## src/rtl/quad_pkg.sv

```systemverilog
// quad_pkg: shared arbiter state encoding and default bus-error read data.
package quad_pkg;
    typedef enum logic [1:0] {IDLE, OWN0, OWN1} state_t;
    localparam logic [31:0] BUS_ERR_DEFAULT = 32'hDEAD_BEEF;
    function automatic state_t own_of(input logic m);
        return m ? OWN1 : OWN0;
    endfunction
endpackage

```

## src/rtl/quad_wb_arbiter_if.sv

```systemverilog
// quad_wb_arbiter_if: two serv-style masters, one shared slave and the timeout flag around the arbiter.
interface quad_wb_arbiter_if;
    logic [31:0] i_m0_adr, i_m1_adr, i_m0_dat, i_m1_dat;
    logic [3:0]  i_m0_sel, i_m1_sel;
    logic        i_m0_we, i_m1_we, i_m0_cyc, i_m1_cyc;
    logic [31:0] o_m0_rdt, o_m1_rdt;
    logic        o_m0_ack, o_m1_ack;
    logic [31:0] o_s_adr, o_s_dat;
    logic [3:0]  o_s_sel;
    logic        o_s_we, o_s_cyc;
    logic [31:0] i_s_rdt;
    logic        i_s_ack;
    logic        o_timeout, i_timeout_clr;
    modport master(
        output i_m0_adr, i_m1_adr, i_m0_dat, i_m1_dat, i_m0_sel, i_m1_sel,
               i_m0_we, i_m1_we, i_m0_cyc, i_m1_cyc, i_s_rdt, i_s_ack, i_timeout_clr,
        input  o_m0_rdt, o_m1_rdt, o_m0_ack, o_m1_ack, o_s_adr, o_s_dat, o_s_sel,
               o_s_we, o_s_cyc, o_timeout
    );
    modport slave(
        input  i_m0_adr, i_m1_adr, i_m0_dat, i_m1_dat, i_m0_sel, i_m1_sel,
               i_m0_we, i_m1_we, i_m0_cyc, i_m1_cyc, i_s_rdt, i_s_ack, i_timeout_clr,
        output o_m0_rdt, o_m1_rdt, o_m0_ack, o_m1_ack, o_s_adr, o_s_dat, o_s_sel,
               o_s_we, o_s_cyc, o_timeout
    );
endinterface

```

## src/rtl/quad_rr_pick.sv

```systemverilog
// quad_rr_pick: 2-way round-robin select; on a tie the master that was not granted last wins.
module quad_rr_pick (
    input  logic req0,
    input  logic req1,
    input  logic last_grant,
    output logic valid,
    output logic pick
);
    assign valid = req0 | req1;
    assign pick  = (req0 & req1) ? ~last_grant : req1;
endmodule

```

## src/rtl/quad_wb_arbiter.sv

```systemverilog
// quad_wb_arbiter: round-robin arbiter letting two serv-style masters share one wishbone slave,
// with a per-access wait timeout that answers the master with error data.
module quad_wb_arbiter
    import quad_pkg::*;
#(
    parameter int          TIMEOUT      = 255,
    parameter logic [31:0] BUS_ERR_DATA = BUS_ERR_DEFAULT
) (
    input logic            i_clk,
    input logic            i_rst_n,
    quad_wb_arbiter_if.slave bus
);
    localparam int             CW   = $clog2(TIMEOUT + 1);
    localparam logic [CW-1:0]  TMAX = CW'(TIMEOUT);
    state_t        state;
    logic          last_grant, timeout_q, pick_valid, pick;
    logic [CW-1:0] cnt;
    logic          own0, own1, own, cyc_g, fire;
    quad_rr_pick u_pick (
        .req0      (bus.i_m0_cyc),
        .req1      (bus.i_m1_cyc),
        .last_grant(last_grant),
        .valid     (pick_valid),
        .pick      (pick)
    );
    assign own0  = state == OWN0;
    assign own1  = state == OWN1;
    assign own   = own0 | own1;
    assign cyc_g = own1 ? bus.i_m1_cyc : bus.i_m0_cyc;
    // a slave ack in the limit cycle is a normal completion, so the timeout only fires without one
    assign fire  = own & cyc_g & ~bus.i_s_ack & (cnt == TMAX);
    always_comb begin
        bus.o_s_adr   = own1 ? bus.i_m1_adr : bus.i_m0_adr;
        bus.o_s_dat   = own1 ? bus.i_m1_dat : bus.i_m0_dat;
        bus.o_s_sel   = own1 ? bus.i_m1_sel : bus.i_m0_sel;
        bus.o_s_we    = own1 ? bus.i_m1_we : bus.i_m0_we;
        bus.o_s_cyc   = own & cyc_g & ~fire;
        bus.o_m0_ack  = own0 & (bus.i_s_ack | fire);
        bus.o_m1_ack  = own1 & (bus.i_s_ack | fire);
        bus.o_m0_rdt  = own0 ? (fire ? BUS_ERR_DATA : bus.i_s_rdt) : '0;
        bus.o_m1_rdt  = own1 ? (fire ? BUS_ERR_DATA : bus.i_s_rdt) : '0;
        bus.o_timeout = timeout_q;
    end
    always_ff @(posedge i_clk or negedge i_rst_n) begin
        if (!i_rst_n) begin
            state      <= IDLE;
            last_grant <= 1'b1;
            cnt        <= '0;
            timeout_q  <= 1'b0;
        end else begin
            timeout_q <= fire | (timeout_q & ~bus.i_timeout_clr);
            if (!own) begin
                if (pick_valid) begin
                    state <= own_of(pick);
                    cnt   <= '0;
                end
            end else if (bus.i_s_ack || fire) begin
                state      <= IDLE;
                last_grant <= own1;
            end else if (!cyc_g) begin
                state <= IDLE;
            end else if (cnt != TMAX) begin
                cnt <= cnt + CW'(1);
            end
        end
    end
endmodule

```

## src/flat_wrapper.sv

```systemverilog
// flat-port wrapper written by rule: the top's interface ports become plain ports
module quad_wb_arbiter_flat import quad_pkg::*;
#(
    parameter int          TIMEOUT      = 255,
    parameter logic [31:0] BUS_ERR_DATA = BUS_ERR_DEFAULT
)
  (i_clk, i_rst_n, bus_i_m0_adr, bus_i_m1_adr, bus_i_m0_dat, bus_i_m1_dat, bus_i_m0_sel, bus_i_m1_sel, bus_i_m0_we, bus_i_m1_we, bus_i_m0_cyc, bus_i_m1_cyc, bus_i_s_rdt, bus_i_s_ack, bus_i_timeout_clr, bus_o_m0_rdt, bus_o_m1_rdt, bus_o_m0_ack, bus_o_m1_ack, bus_o_s_adr, bus_o_s_dat, bus_o_s_sel, bus_o_s_we, bus_o_s_cyc, bus_o_timeout);
  quad_wb_arbiter_if bus_i ();
  input logic i_clk;
  input logic i_rst_n;
  input wire logic [$bits(bus_i.i_m0_adr)-1:0] bus_i_m0_adr;
  input wire logic [$bits(bus_i.i_m1_adr)-1:0] bus_i_m1_adr;
  input wire logic [$bits(bus_i.i_m0_dat)-1:0] bus_i_m0_dat;
  input wire logic [$bits(bus_i.i_m1_dat)-1:0] bus_i_m1_dat;
  input wire logic [$bits(bus_i.i_m0_sel)-1:0] bus_i_m0_sel;
  input wire logic [$bits(bus_i.i_m1_sel)-1:0] bus_i_m1_sel;
  input wire logic [$bits(bus_i.i_m0_we)-1:0] bus_i_m0_we;
  input wire logic [$bits(bus_i.i_m1_we)-1:0] bus_i_m1_we;
  input wire logic [$bits(bus_i.i_m0_cyc)-1:0] bus_i_m0_cyc;
  input wire logic [$bits(bus_i.i_m1_cyc)-1:0] bus_i_m1_cyc;
  input wire logic [$bits(bus_i.i_s_rdt)-1:0] bus_i_s_rdt;
  input wire logic [$bits(bus_i.i_s_ack)-1:0] bus_i_s_ack;
  input wire logic [$bits(bus_i.i_timeout_clr)-1:0] bus_i_timeout_clr;
  output wire logic [$bits(bus_i.o_m0_rdt)-1:0] bus_o_m0_rdt;
  output wire logic [$bits(bus_i.o_m1_rdt)-1:0] bus_o_m1_rdt;
  output wire logic [$bits(bus_i.o_m0_ack)-1:0] bus_o_m0_ack;
  output wire logic [$bits(bus_i.o_m1_ack)-1:0] bus_o_m1_ack;
  output wire logic [$bits(bus_i.o_s_adr)-1:0] bus_o_s_adr;
  output wire logic [$bits(bus_i.o_s_dat)-1:0] bus_o_s_dat;
  output wire logic [$bits(bus_i.o_s_sel)-1:0] bus_o_s_sel;
  output wire logic [$bits(bus_i.o_s_we)-1:0] bus_o_s_we;
  output wire logic [$bits(bus_i.o_s_cyc)-1:0] bus_o_s_cyc;
  output wire logic [$bits(bus_i.o_timeout)-1:0] bus_o_timeout;
  assign bus_i.i_m0_adr = bus_i_m0_adr;
  assign bus_i.i_m1_adr = bus_i_m1_adr;
  assign bus_i.i_m0_dat = bus_i_m0_dat;
  assign bus_i.i_m1_dat = bus_i_m1_dat;
  assign bus_i.i_m0_sel = bus_i_m0_sel;
  assign bus_i.i_m1_sel = bus_i_m1_sel;
  assign bus_i.i_m0_we = bus_i_m0_we;
  assign bus_i.i_m1_we = bus_i_m1_we;
  assign bus_i.i_m0_cyc = bus_i_m0_cyc;
  assign bus_i.i_m1_cyc = bus_i_m1_cyc;
  assign bus_i.i_s_rdt = bus_i_s_rdt;
  assign bus_i.i_s_ack = bus_i_s_ack;
  assign bus_i.i_timeout_clr = bus_i_timeout_clr;
  assign bus_o_m0_rdt = bus_i.o_m0_rdt;
  assign bus_o_m1_rdt = bus_i.o_m1_rdt;
  assign bus_o_m0_ack = bus_i.o_m0_ack;
  assign bus_o_m1_ack = bus_i.o_m1_ack;
  assign bus_o_s_adr = bus_i.o_s_adr;
  assign bus_o_s_dat = bus_i.o_s_dat;
  assign bus_o_s_sel = bus_i.o_s_sel;
  assign bus_o_s_we = bus_i.o_s_we;
  assign bus_o_s_cyc = bus_i.o_s_cyc;
  assign bus_o_timeout = bus_i.o_timeout;
  quad_wb_arbiter #(.TIMEOUT(TIMEOUT), .BUS_ERR_DATA(BUS_ERR_DATA)) u_core (.i_clk(i_clk), .i_rst_n(i_rst_n), .bus(bus_i));
endmodule
```

## config.mk

```make
export PLATFORM = sky130hd
export DESIGN_NAME = quad_wb_arbiter_flat
export DESIGN_NICKNAME = d
export VERILOG_FILES = /design/src/rtl/quad_pkg.sv /design/src/rtl/quad_wb_arbiter_if.sv /design/src/rtl/quad_rr_pick.sv /design/src/rtl/quad_wb_arbiter.sv /design/src/flat_wrapper.sv
export SDC_FILE = /design/constraint.sdc
export NUM_CORES = 1
export LEC_CHECK = 0
export BUFFER_PORTS_ARGS = -buffer_cell sky130_fd_sc_hd__buf_2
export CAP_MARGIN = 20
export CORE_AREA = 3 3 122 124
export DETAILED_ROUTE_END_ITERATION = 8
export DIE_AREA = 0 0 125 127
export PLACE_DENSITY = 0.44
export SLEW_MARGIN = 20
export SYNTH_ARGS = -nofsm -noshare
export SYNTH_HDL_FRONTEND = slang
export SYNTH_SLANG_ARGS = --single-unit
```

## constraint.sdc

```tcl
create_clock -name i_clk -period 4.2 [get_ports i_clk]
set_clock_uncertainty 0.2 [all_clocks]
set_input_delay 0.63 -clock i_clk [delete_from_list [all_inputs] [get_ports i_clk]]
set_output_delay 0.63 -clock i_clk [all_outputs]
set_load 0.05 [all_outputs]
```

# ---- Yosys cells after proc, flatten, opt, wreduce, memory -nomap -nowiden
# Index checks and enable logic that the tools add are counted.
# Widths: inputs -> output; s select.
dict set report totals {
  register_bits 12
  latchBits 0
  mem_bits_rw 0
  rom_bits 0
  input_bits 176
  word_cells 53
  mem_count 0
}
dict set report classes {
  addsub 1
  mul 0
  div 0
  order_cmp 0
  eq_ne 8
  shift 0
  muxes 19
  bitwise 16
  n_reduce_logical 5
}
# operator n
set op_table {}
lappend op_table {{$mux 32} 5}
lappend op_table {{$mux 8} 5}
lappend op_table {{$mux 2} 5}
lappend op_table {{$add 8x1->8 const B} 1}
lappend op_table {{$and 1x1->1} 8}
lappend op_table {{$eq 8x8->1 const B} 1}
lappend op_table {{$ne 8x8->1 const B} 1}
lappend op_table {{$ne 2x2->1 const B} 3}
lappend op_table {{$mux 4} 1}
lappend op_table {{$not 1->1} 4}
lappend op_table {{$or 1x1->1} 4}
lappend op_table {{$reduce_and 2->1} 2}
lappend op_table {{$reduce_and 4->1} 1}
lappend op_table {{$mux 1} 3}
lappend op_table {{$ne 3x3->1 const B} 1}
lappend op_table {{$eq 2x1->1 const B} 1}
lappend op_table {{$eq 2x2->1 const B} 1}
lappend op_table {{$reduce_bool 2->1} 1}
lappend op_table {{$logic_or 1x1->1} 1}

# ---- Logic depth before layout (Yosys ltp)
# Gate-level depths: netlist of run 1.
dict set report depth {
  word_depth 8
  ltp_mapped 8
  depth_no_buf 6
}

# ---- By module
# A second synthesis of run 1 with hierarchy kept.
dict set report hier_totals {
  cells_unflattened 239
  hier_area_um2 2139.6
}
# module n_inst cells_per_inst area_each_um2 seq_area_each_um2
set by_module_without_submodules {}
lappend by_module_without_submodules {quad_wb_arbiter 1 237 2125.8 301.5}
lappend by_module_without_submodules {quad_rr_pick 1 2 13.8 0.0}

# ---- Worst setup path before layout of run 1
# OpenSTA, ideal clock, no wires.
dict set report synth_timing {
  path_kind {reg-to-output}
  from {reg u_core.state[0]}
  to {out bus_o_s_cyc}
  arrival_time_ps 2476
  t_required_ps 3370
  setup_slack_ps 894
  stages_incl_launch_ff 9
  path_buffers 2
  cell_sequence {dfrtp_1 -> inv_1 -> ha_1 -> buf_2 -> mux2i_1 -> or3_4 -> nor2_2 -> buf_2 -> nor3_1}
}
dict set report synth_between {
  elab_chain_cells 7
  word_cells_on_any_way 9
  classes_between {2 x eq/ne; 1 x mux; 6 x bitwise}
}
# element line
set synth_lines {}
lappend synth_lines {{start: declaration} quad_wb_arbiter.sv:15} ;# state_t state;
lappend synth_lines {{start signal: assignment} quad_wb_arbiter.sv:54} ;# state <= own_of(pick);
lappend synth_lines {{$eq 2x2->1 *} quad_wb_arbiter.sv:27} ;# assign own1 = state == OWN1;
lappend synth_lines {{net u_core.own1} quad_wb_arbiter.sv:18} ;# logic own0, own1, own, cyc_g, fire;
lappend synth_lines {{$or 1x1->1 / $mux 1 (equally long branches)} {quad_wb_arbiter.sv:28, quad_wb_arbiter.sv:29}}
lappend synth_lines {{$and 1x1->1 *} {quad_wb_arbiter.sv:31, quad_wb_arbiter.sv:37}}
lappend synth_lines {{$and 1x1->1 (2 in a row)} quad_wb_arbiter.sv:31} ;# assign fire = own & cyc_g & ~bus.i_s_ack & (cnt == TMAX);
lappend synth_lines {{$not 1->1} quad_wb_arbiter.sv:37} ;# bus.o_s_cyc = own & cyc_g & ~fire;
lappend synth_lines {{$and 1x1->1 *} quad_wb_arbiter.sv:37}
lappend synth_lines {{end: declaration} flat_wrapper.sv:32} ;# output wire logic [$bits(bus_i.o_s_cyc)-1:0] bus_o_s_cyc;
# The timed path passes the listed nets; every way through them passes the cells marked *.

# ---- Final worst setup path of run 1
dict set report layout_timing {
  from {reg u_core.state[0]}
  to {out bus_o_m0_rdt[6]}
}
dict set report layout_between {
  elab_chain_cells 7
  word_cells_on_any_way 9
  classes_between {2 x eq/ne; 3 x mux; 4 x bitwise}
}
# element line
set layout_lines {}
lappend layout_lines {{$eq 2x2->1 *} quad_wb_arbiter.sv:27}
lappend layout_lines {{net u_core.own1} quad_wb_arbiter.sv:18}
lappend layout_lines {{$or 1x1->1 / $mux 1 (equally long branches)} {quad_wb_arbiter.sv:28, quad_wb_arbiter.sv:29}}
lappend layout_lines {{$and 1x1->1 * (3 in a row)} quad_wb_arbiter.sv:31}
lappend layout_lines {{$mux 32 * (2 in a row)} quad_wb_arbiter.sv:40} ;# bus.o_m0_rdt = own0 ? (fire ? BUS_ERR_DATA : bus.i_s_rdt) : '0;
lappend layout_lines {{end: declaration} flat_wrapper.sv:24} ;# output wire logic [$bits(bus_i.o_m0_rdt)-1:0] bus_o_m0_rdt;
# Marks and branches as above.

==> results by group, run 1 <==
Status
  – Status: finished, final reports clean

Logic synthesis
  – Syn avg cell area: roughly 9 um2
  – Ys Warns: 0
  – Post-Syn Area: 0.00210 mm2
  – Commonest cells post-synth: mux2_2, o21a_1, and3_1
  – Yosys top cell by area: mux2_2
  – Synth Net Count: 419
  – Seq/Total Area, Yosys: 0.144
  – Library cells used by synthesis: 39
  – Post-synth ARST share: 1.00
  – Synth top area cells: mux2_2, o21a_1, dfrtp_1
  – Number of synthesized flops with an enable pin: 0
  – Ys flop type: dfrtp_1
  – Cells after Synth: 240
  – Post-synth top area share: 0.375
  – Flops & latches, synth: 12
  – Count leader, synth: mux2_2

Route
  – Drt drc: 0
  – DR vias: roughly 3000
  – Detail Route Antenna Nets: 0
  – DR vias/cell: 4.31
  – DR iter-0 viols: 145
  – DR pass1 iterations: 4
  – Drt total wl: 12.2 mm
  – Routed length per instance: ~17 um

Setup path
  – Slowest library cell on the worst path: or3_4
  – Worst path max stage delay: 0.45 ns
  – RR Endpoint: u_core.bus.o_timeout$_DFF_PN0_
  – Worst r2r src: u_core.state[0]$_DFFE_PN0P_
  – Startpoint Class: flip-flop
  – Crit Path Max Fanout: 50
  – R2R depth: 6
  – Required @ worst endpoint: 3.37 ns
  – Crit-path leading delay family: buffers and inverters
  – Launch point of the worst path: u_core.state[0]$_DFFE_PN0P_
  – Critical path class: reg2out
  – WP depth: 8
  – Arrival time worst endpoint: about 2.5 ns
  – Crit-path cells: inv_1, ha_4, mux2i_1, or3_4, nor2_4, buf_4, o21a_1, buf_2
  – Buffers & Inverters on Critical Path: 3
  – CP Capture Point: bus_o_m0_rdt[6]
  – Crit end category: primary output
  – Setup slack, reg-to-reg: 2.09 ns

Run
  – Number of max-cap violations: 0

Hold path
  – Worst Hold Class: in2async

Timing
  – Fin crit period: 3.34 ns
  – Slew headroom: 0.587
  – Final TNS setup: 0 ns
  – Final period utilization: 0.795
  – Final-report hold violation count: 0
  – RSZ-0062 raised after global routing: false
  – Final setup vio count: 0
  – Max-slew violations: 0
  – Max Freq: 0.299 GHz
  – Final worst slack: 0.860 ns
  – Worst Tran Pin Value: 0.619 ns

CTS
  – H-tree depth: 1
  – Hold Buf Count CTS: 0
  – CTS tree: built
  – Root Buffer: clkbuf_16
  – Sink Count: 12
  – Insertion delay to the later sink of the worst-skew pair: approximately 0.24 ns
  – Setup Buffers After CTS: 0
  – CTS Buf Count: 3
  – Clock-pin slew on the worst setup and hold paths: approximately 0.040 ns
  – Bufs on Longest Clock Path: 2
  – CTS resizes: 0

Floorplanning
  – Die height: between 100 and 150 um
  – Starting density of the core: 0.151
  – Core Area: 0.0139 mm2
  – Rows: 43
  – # IOs: approximately 310
  – Die area: 0.0159 mm2
  – Die X: between 100 and 150 um

Placement
  – Port Buffer Count: 312
  – Placed Cells: 711
  – Dpl hpwl: 10.7 mm
  – Post-place setup slack: ~1 ns
  – GP Congestion: 0.908

Finish
  – Area of the multi-input gates: 0.00167 mm2
  – Final nets: 715
  – Sequential cell area: 302 um2
  – Share of cells above drive strength 1: 0.740
  – Layout area overhead: 85.9%
  – ANT cells: 0
  – Fillcell total: around 1500
  – Non-filler instance count after layout: 715

Global route
  – Congestion Overflow GR: 0
  – Largest net degree at the start of global routing: 55
  – First-pass GRT wire length: 17.7 mm
  – Initial antenna violation count: 2
  – GRT Overall Usage: 0.138
  – Vias in the first global route: between 3000 and 4000

Power
  – Power Density: approximately 740 mW/mm2
  – Static leakage: about 2.1 nW
  – Peak VDD IR: 305 uV
## worst min-delay path by stage
| stage | end | slack [ns] | cells past startpoint | from |
|---|---|---|---|---|
| after floorplan | u_core.bus.o_timeout$_DFF_PN0_ | 0.13 | 0 | i_rst_n |
| after global routing | u_core.state[0]$_DFFE_PN0P_ | 0.10 | 1 | i_rst_n |
| after detailed placement | u_core.cnt[4]$_DFFE_PN0P_ | 0.29 | 1 | u_core.cnt[4]$_DFFE_PN0P_ |
| after CTS | u_core.cnt[5]$_DFFE_PN0P_ | 0.08 | 1 | i_rst_n |
| after global placement | u_core.cnt[4]$_DFFE_PN0P_ | 0.29 | 1 | u_core.cnt[4]$_DFFE_PN0P_ |
| final | u_core.state[0]$_DFFE_PN0P_ | 0.08 | 1 | i_rst_n |
## report_power, final
part / switching, mW / internal (mW) / leakage (nW)
combinational: 1.83 / 0.712 / 1.95
sequential: 0.0297 / 0.147 / 0.160
clock: 0.0510 / 0.128 / 0.0382
total: 1.91 / 0.987 / 2.15
## through the flow
stage                     power (mW)  instance area [um2]   util  hold slack, ns
final                           2.89                 3910  0.281          0.0774
after global routing            3.02                 3910  0.281           0.100
after CTS                       2.92                 3910  0.281          0.0783
after detailed placement        2.73                 3830  0.276           0.295
after global placement          2.74                 3830  0.276           0.295
after floorplan                 2.15                 2100      -           0.134
## final cells by class
type | instances | area share
Clock buffer | 4 | 0.0202
Inverter | 9 | 0.00865
Multi-Input combinational cell | 193 | 0.427
Sequential cell | 12 | 0.0772
Tap cell | 180 | 0.0577
Timing Repair Buffer | 317 | 0.409
## cell usage in the layout, fill, tap and decap left out, types with 4 or more instances in the layout
cell and n:
buf_2 312, mux2_2 70, o21a_1 50, and3_1 18, dfrtp_1 11, inv_1 9
nand2_1 7, a31oi_1 5, buf_4 5, nand3_1 4, nor2_1 4
## flip-flops by register name, summed over array words and instances, names as in the netlist
| register | flops |
|---|---|
| u_core.state | 2 |
| u_core.bus.o_timeout | 1 |
| u_core.last_grant | 1 |
| u_core.cnt | 8 |
## metal layers
layer	share of wire	track usage
met5	0.0025	0
met1	0.40	0.172
met3	0.097	0.0355
met4	0.020	0.0293
met2	0.48	0.242
## logic make-up after synthesis
logic type / count (synthesis) / share of synthesized area
adder cells (fa/ha/maj): 3 / 0.0179
multiplexers: 71 / 0.380
AO/OA/AOI/OAI: 74 / 0.266
buffers and inverters: 35 / 0.0715
AND/OR/NAND/NOR: 45 / 0.122
flip-flops: 12 / 0.144
(Power assumes the default switching activity.)
==> inputs of run 2 (changes only) <==
CORE_AREA = 3 3 120 122   (was 3 3 122 124)
DIE_AREA = 0 0 123 125   (was 0 0 125 127)
PLACE_DENSITY = 0.46   (was 0.44)
clock period = 2.7 ns   (was 4.2 ns; I/O delays follow)
==> results by group, run 2 (synthesis results as in run 1) <==
Status
  – Status: complete, but fails checks (was finished, final reports clean)
  – Failing checks: setup timing

Route
  – Drt drc: 0 (unchanged)
  – Routed length per instance: 16.5 um (was 17.1 um)
  – DR pass1 iterations: 4 (unchanged)
  – Detail Route Antenna Nets: 0 (unchanged)
  – DR iter-0 viols: 67 (was 145)
  – DR vias: 3139 (was 3083)
  – DR vias/cell: 4.33 (was 4.31)
  – Drt total wl: 11.9 mm (was 12.2 mm)

CTS
  – Insertion delay to the later sink of the worst-skew pair: 0.24 ns (about the same)
  – Root Buffer: clkbuf_16 (unchanged)
  – Clock-pin slew on the worst setup and hold paths: 0.04 ns (about the same)
  – CTS Buf Count: 3 (unchanged)
  – Sink Count: 12 (unchanged)
  – Bufs on Longest Clock Path: 2 (unchanged)
  – H-tree depth: 1 (unchanged)
  – CTS tree: built (unchanged)

Global route
  – Grt peak-use layer: met2 (unchanged)
  – Initial antenna violation count: 0 (was 2)
  – Met1 GRT Util: 0.158 (was 0.172)
  – Largest net degree at the start of global routing: 104 (was 55)
  – Met2 Usage GRT: 0.255 (was 0.242)
  – GR Util met3: 0.0266 (was 0.0355)
  – First-pass GRT wire length: 16.7 mm (was 17.7 mm)
  – Vias in the first global route: 3228 (was 3151)
  – GRT Overall Usage: 0.135 (was 0.138)
  – Congestion Overflow GR: 0 (unchanged)

Timing
  – Max Freq: 0.366 GHz
  – Final setup vio count: 28 (was 0)
  – Worst Tran Pin Value: 0.535 ns (was 0.619 ns)
  – Slew headroom: 0.643 (was 0.587)
  – Final-report hold violation count: 0 (unchanged)
  – Final worst slack: -0.0325 ns (was 0.860 ns)
  – Final Hold Slack: 0.170 ns (was 0.0774 ns)
  – Max-slew violations: 0 (unchanged)
  – Fin crit period: 2.73 ns
  – RSZ-0062 raised after global routing: true (was false)
  – Final period utilization: 1.01
  – Final TNS setup: -0.431 ns (was 0 ns)

Finish
  – Design area: 0.00445 mm2 (was 0.00391 mm2)
  – Number of flip-flops in the largest register: 8 (unchanged)
  – Top reg by flops: u_core.cnt (unchanged)
  – Finished Core Util: 0.335 (was 0.281)
  – Regs by FF count: u_core.cnt: 8 flops, u_core.state: 2 flops (unchanged)
  – Commonest non-fill, non-tap cell in the layout: buf_2 (unchanged)
  – Non-filler instance count after layout: 725 (was 715)
  – Layout area overhead: 112% (was 85.9%)
  – ANT cells: 0 (unchanged)
  – Final nets: 729 (was 715)
  – Most frequent cells in the layout: buf_2, mux2_2, buf_6 (was buf_2, mux2_2, o21a_1)
  – Share of cells above drive strength 1: 0.756 (was 0.740)

Placement
  – Dpl hpwl: 9.47 mm (was 10.7 mm)
  – DP Area: 0.00387 mm2 (was 0.00383 mm2)
  – Post-place setup slack: 0.150 ns (was 1.01 ns)
  – Placed Cells: 710 (was 711)
  – GP Congestion: 0.786 (was 0.908)
  – Port Buffer Count: 312 (unchanged)

Power
  – Power Density: 1090 mW/mm2 (was 741 mW/mm2)
  – Tot Pwr: 4.86 mW (was 2.89 mW)
  – Peak VDD IR: 497 uV (was 305 uV)
  – Static leakage: 2.30 nW (was 2.15 nW)

Setup path
  – Required @ worst endpoint: 2.10 ns (was 3.37 ns)
  – Crit-path leading delay family: simple AND/OR/NAND/NOR gates (was buffers and inverters)
  – Crit end category: primary output (unchanged)
  – Slowest library cell on the worst path: dfrtp_1 (was or3_4)
  – Arrival time worst endpoint: 2.13 ns (was 2.51 ns)
  – Buffers & Inverters on Critical Path: 3 (unchanged)
  – Crit-path cells: ha_4, mux2i_2, or3_4, nor2_4, buf_12, clkbuf_16, o21a_1, buf_6 (was inv_1, ha_4, mux2i_1, or3_4, nor2_4, buf_4, o21a_1, buf_2)
  – Startpoint Class: flip-flop (unchanged)
  – Crit Path Max Fanout: 12 (was 50)
  – Critical path class: reg2out (unchanged)
  – Worst path max stage delay: 0.41 ns (was 0.45 ns)

Floorplanning
  – Die area: 0.0154 mm2 (was 0.0159 mm2)
  – Die height: 125 um (was 127 um)
  – Die X: 123 um (was 125 um)
  – Rows: 42 (was 43)
  – # IOs: 313 (unchanged)
  – Starting density of the core: 0.158 (was 0.151)
  – Core Area: 0.0133 mm2 (was 0.0139 mm2)

Run
  – Number of max-cap violations: 0 (unchanged)

Hold path
  – Worst Hold Class: in2reg (was in2async)
[run 2: cell count changes in the layout (fill, tap and decap cells not counted), sizes merged]
cell,previous run,this run
buf,317,329
clkbuf,4,5
dlygate4sd3,0,1
[run 2: worst paths after layout]
| kind | endpoint | slack, ns | cells after the start | startpoint |
|---|---|---|---|---|
| max in group asynchronous | u_core.last_grant$_DFFE_PN1P_ | 1.65 | 2 | i_rst_n |
| worst max-delay path | bus_o_m1_rdt[19] | -0.03 | 8 | u_core.state[1]$_DFFE_PN0P_ |
| worst min-delay path | u_core.bus.o_timeout$_DFF_PN0_ | 0.17 | 2 | bus_i_timeout_clr |
| worst max register to register | u_core.cnt[7]$_DFFE_PN0P_ | 0.52 | 6 | u_core.state[1]$_DFFE_PN0P_ |
| worst min register to register | u_core.cnt[6]$_DFFE_PN0P_ | 0.31 | 1 | u_core.cnt[6]$_DFFE_PN0P_ |
| min in group asynchronous | u_core.state[1]$_DFFE_PN0P_ | 0.38 | 2 | i_rst_n |
[run 2: repair_timing]
item,CTS,global route
hold buffers,1,0
buffers inserted,3,4
setup endpoints to repair,67,67
endpoints found under the hold margin,11,0
pin swaps,1,13
gates cloned,2,1
gates resized for setup,106,3
[run 2: area by class of cell]
type                            count  area (um2)
Fill cell                        1393        8840
Timing Repair Buffer              331        2130
Multi-Input combinational cell    193        1680
Sequential cell                    12         303
Tap cell                          176         220
Clock buffer                        4        88.8
Inverter                            9        33.8
[run 2: per-layer routing]
layer  up-vias  part of all wire
met4         0            0.0084
met3        10             0.095
met5         -                 0
li1       1517                 -
met1      1437              0.39
met2       175              0.51
[run 2: where the power goes]
| group | total, mW | internal, mW | switching (mW) |
|---|---|---|---|
| registers | 0.272 | 0.230 | 0.0422 |
| clock network | 0.302 | 0.224 | 0.0788 |
| logic | 4.28 | 1.40 | 2.88 |
| total | 4.86 | 1.85 | 3.00 |
==> inputs of run 3 (changes only) <==
CORE_AREA = 3 3 122 124   (was 3 3 120 122)
DIE_AREA = 0 0 125 127   (was 0 0 123 125)
PLACE_DENSITY = 0.49   (was 0.46)
clock period = 3.51 ns   (was 2.7 ns; I/O delays follow)
==> results by group, run 3 (synthesis results as in run 1) <==
Global route
  – Congestion Overflow GR: 0 (unchanged)
  – GRT Overall Usage: 0.121 (was 0.135)
  – Initial antenna violation count: 1 (was 0)
  – Vias in the first global route: 3023 (was 3228)
  – Largest net degree at the start of global routing: 104 (unchanged)
  – First-pass GRT wire length: 15.6 mm (was 16.7 mm)

Route
  – DR vias/cell: 4.35 (was 4.33)
  – DR iter-0 viols: 71 (was 67)
  – Routed length per instance: 15.5 um (was 16.5 um)
  – Drt total wl: 11.1 mm (was 11.9 mm)
  – DR pass1 iterations: 4 (unchanged)
  – Detail Route Antenna Nets: 0 (unchanged)
  – Drt drc: 0 (unchanged)
  – DR vias: 3115 (was 3139)

Finish
  – Top reg by flops: u_core.cnt (unchanged)
  – Final nets: 715 (was 729)
  – Number of flip-flops in the largest register: 8 (unchanged)
  – Finished Core Util: 0.284 (was 0.335)
  – Most frequent cells in the layout: buf_2, mux2_2, o21a_1 (was buf_2, mux2_2, buf_6)
  – Non-filler instance count after layout: 716 (was 725)
  – Area of the multi-input gates: 0.00167 mm2 (was 0.00168 mm2)
  – Fillcell total: 1501 (was 1393)
  – Commonest non-fill, non-tap cell in the layout: buf_2 (unchanged)
  – Share of cells above drive strength 1: 0.740 (was 0.756)
  – Design area: 0.00395 mm2 (was 0.00445 mm2)
  – Sequential cell area: 302 um2 (was 303 um2)
  – Layout area overhead: 87.8% (was 112%)
  – Regs by FF count: u_core.cnt: 8 flops, u_core.state: 2 flops (unchanged)

Power
  – Tot Pwr: 3.46 mW (was 4.86 mW)
  – Peak VDD IR: 286 uV (was 497 uV)
  – Static leakage: 2.16 nW (was 2.30 nW)
  – Power Density: 878 mW/mm2 (was 1090 mW/mm2)

Timing
  – Fin crit period: 3.12 ns
  – Final TNS setup: 0 ns (was -0.431 ns)
  – Final-report hold violation count: 0 (unchanged)
  – Final setup vio count: 0 (was 28)
  – Slew headroom: 0.633 (was 0.643)
  – Max-slew violations: 0 (unchanged)
  – Final period utilization: 0.888
  – Worst Tran Pin Value: 0.551 ns (was 0.535 ns)
  – Final worst slack: 0.392 ns (was -0.0325 ns)
  – RSZ-0062 raised after global routing: false (was true)
  – Final Hold Slack: 0.301 ns (was 0.170 ns)
  – Max Freq: 0.321 GHz

Setup path
  – Required @ worst endpoint: 2.78 ns (was 2.10 ns)
  – Crit-path cells: inv_1, ha_4, mux2i_1, nor3_2, nand2_1, and3_1, buf_2 (was ha_4, mux2i_2, or3_4, nor2_4, buf_12, clkbuf_16, o21a_1, buf_6)
  – Slowest library cell on the worst path: mux2i_1 (was dfrtp_1)
  – Critical path class: reg2out (unchanged)
  – Setup slack, reg-to-reg: 1.29 ns (was 0.52 ns)
  – RR Endpoint: u_core.bus.o_timeout$_DFF_PN0_ (was u_core.cnt[7]$_DFFE_PN0P_)
  – Crit Path Max Fanout: 17 (was 12)
  – Startpoint Class: flip-flop (unchanged)
  – Arrival time worst endpoint: 2.39 ns (was 2.13 ns)
  – Worst path max stage delay: 0.42 ns (was 0.41 ns)
  – Worst r2r src: u_core.state[0]$_DFFE_PN0P_ (was u_core.state[1]$_DFFE_PN0P_)
  – R2R depth: 6 (unchanged)
  – Crit end category: primary output (unchanged)

Floorplanning
  – # IOs: 313 (unchanged)
  – Rows: 43 (was 42)
  – Starting density of the core: 0.151 (was 0.158)
  – Core Area: 0.0139 mm2 (was 0.0133 mm2)
  – Die area: 0.0159 mm2 (was 0.0154 mm2)
  – Die height: 127 um (was 125 um)
  – Die X: 125 um (was 123 um)

CTS
  – CTS Buf Count: 3 (unchanged)
  – Insertion delay to the later sink of the worst-skew pair: 0.24 ns (about the same)
  – Clock-pin slew on the worst setup and hold paths: 0.04 ns (about the same)
  – CTS tree: built (unchanged)
  – H-tree depth: 1 (unchanged)
  – Bufs on Longest Clock Path: 2 (unchanged)
  – Root Buffer: clkbuf_16 (unchanged)
  – Sink Count: 12 (unchanged)
  – Setup Buffers After CTS: 0 (was 3)

Hold path
  – Worst Hold Class: reg2reg (was in2reg)
  – Hold depth: 1 (was 2)
  – Worst Hold End: u_core.cnt[6]$_DFFE_PN0P_ (was u_core.bus.o_timeout$_DFF_PN0_)
  – Hold Crit Start: u_core.cnt[6]$_DFFE_PN0P_ (was bus_i_timeout_clr)

Placement
  – DP Area: 0.00384 mm2 (was 0.00387 mm2)
  – GP Congestion: 0.859 (was 0.786)
  – Dpl hpwl: 9.43 mm (was 9.47 mm)
  – Placed Cells: 710 (unchanged)
  – Port Buffer Count: 312 (unchanged)
  – Post-place setup slack: 0.645 ns (was 0.150 ns)

Run
  – Number of max-cap violations: 0 (unchanged)

Status
  – Status: finished, final reports clean (was complete, but fails checks)
==> run 3: cell count changes in the layout (fill, tap and decap cells not counted), sizes merged <==
cell	before	now
diode	0	1
buf	329	316
clkbuf	5	4
==> run 3: cell type report <==
cell class,count,area share
diodes,1,0.000634
clock buffers,4,0.0225
inverters,9,0.00856
multi-input cells,193,0.422
flip-flops and latches,12,0.0764
well taps,180,0.0571
repair buffers,317,0.412
==> run 3: power by group <==
part	switching (mW)	leakage [nW]	internal, mW	total (mW)
Clock	0.0591	0.0442	0.172	0.231
Combinational	2.16	1.96	0.861	3.02
Sequential	0.0367	0.160	0.176	0.213
==> run 3: timing repair <==
item                                    in CTS  in global routing
endpoints found under the setup margin       0                  0
hold buffers                                 1                  0
hold endpoints to repair                    11                  0
resized for setup                            0                  0
==> run 3: worst max-delay path by stage <==
stage                                      startpoint               end  slack [ns]  depth (start not counted)
final                     u_core.state[0]$_DFFE_PN0P_   bus_o_m0_rdt[4]        0.39                          7
after global routing      u_core.state[0]$_DFFE_PN0P_   bus_o_m0_rdt[4]        0.25                          7
after CTS                 u_core.state[0]$_DFFE_PN0P_   bus_o_m0_rdt[4]        0.40                          7
after detailed placement                 bus_i_m1_cyc   bus_o_m1_rdt[5]        0.64                          7
after global placement                   bus_i_m1_cyc  bus_o_m1_rdt[10]        0.67                          7
after floorplan           u_core.state[0]$_DFFE_PN0P_       bus_o_s_cyc        0.31                          8
==> run 3: worst max-delay path: cells and delay by family, from the launching register on <==
kind	cells	cell delay [ns]
simple gates	3	0.79
mux	1	0.42
flops	1	0.39
buf+inv	2	0.37
fa+ha+maj	1	0.16
==> run 3: routing by layer <==
layer | routed length, um | GRT usage | up-vias | part of all wire
met5 | 0 | 0 | - | 0
met4 | 170 | 0.0261 | 0 | 0.015
met3 | 1100 | 0.0293 | 12 | 0.099
met2 | 5410 | 0.220 | 205 | 0.49
met1 | 4400 | 0.146 | 1409 | 0.40
li1 | - | - | 1489 | -
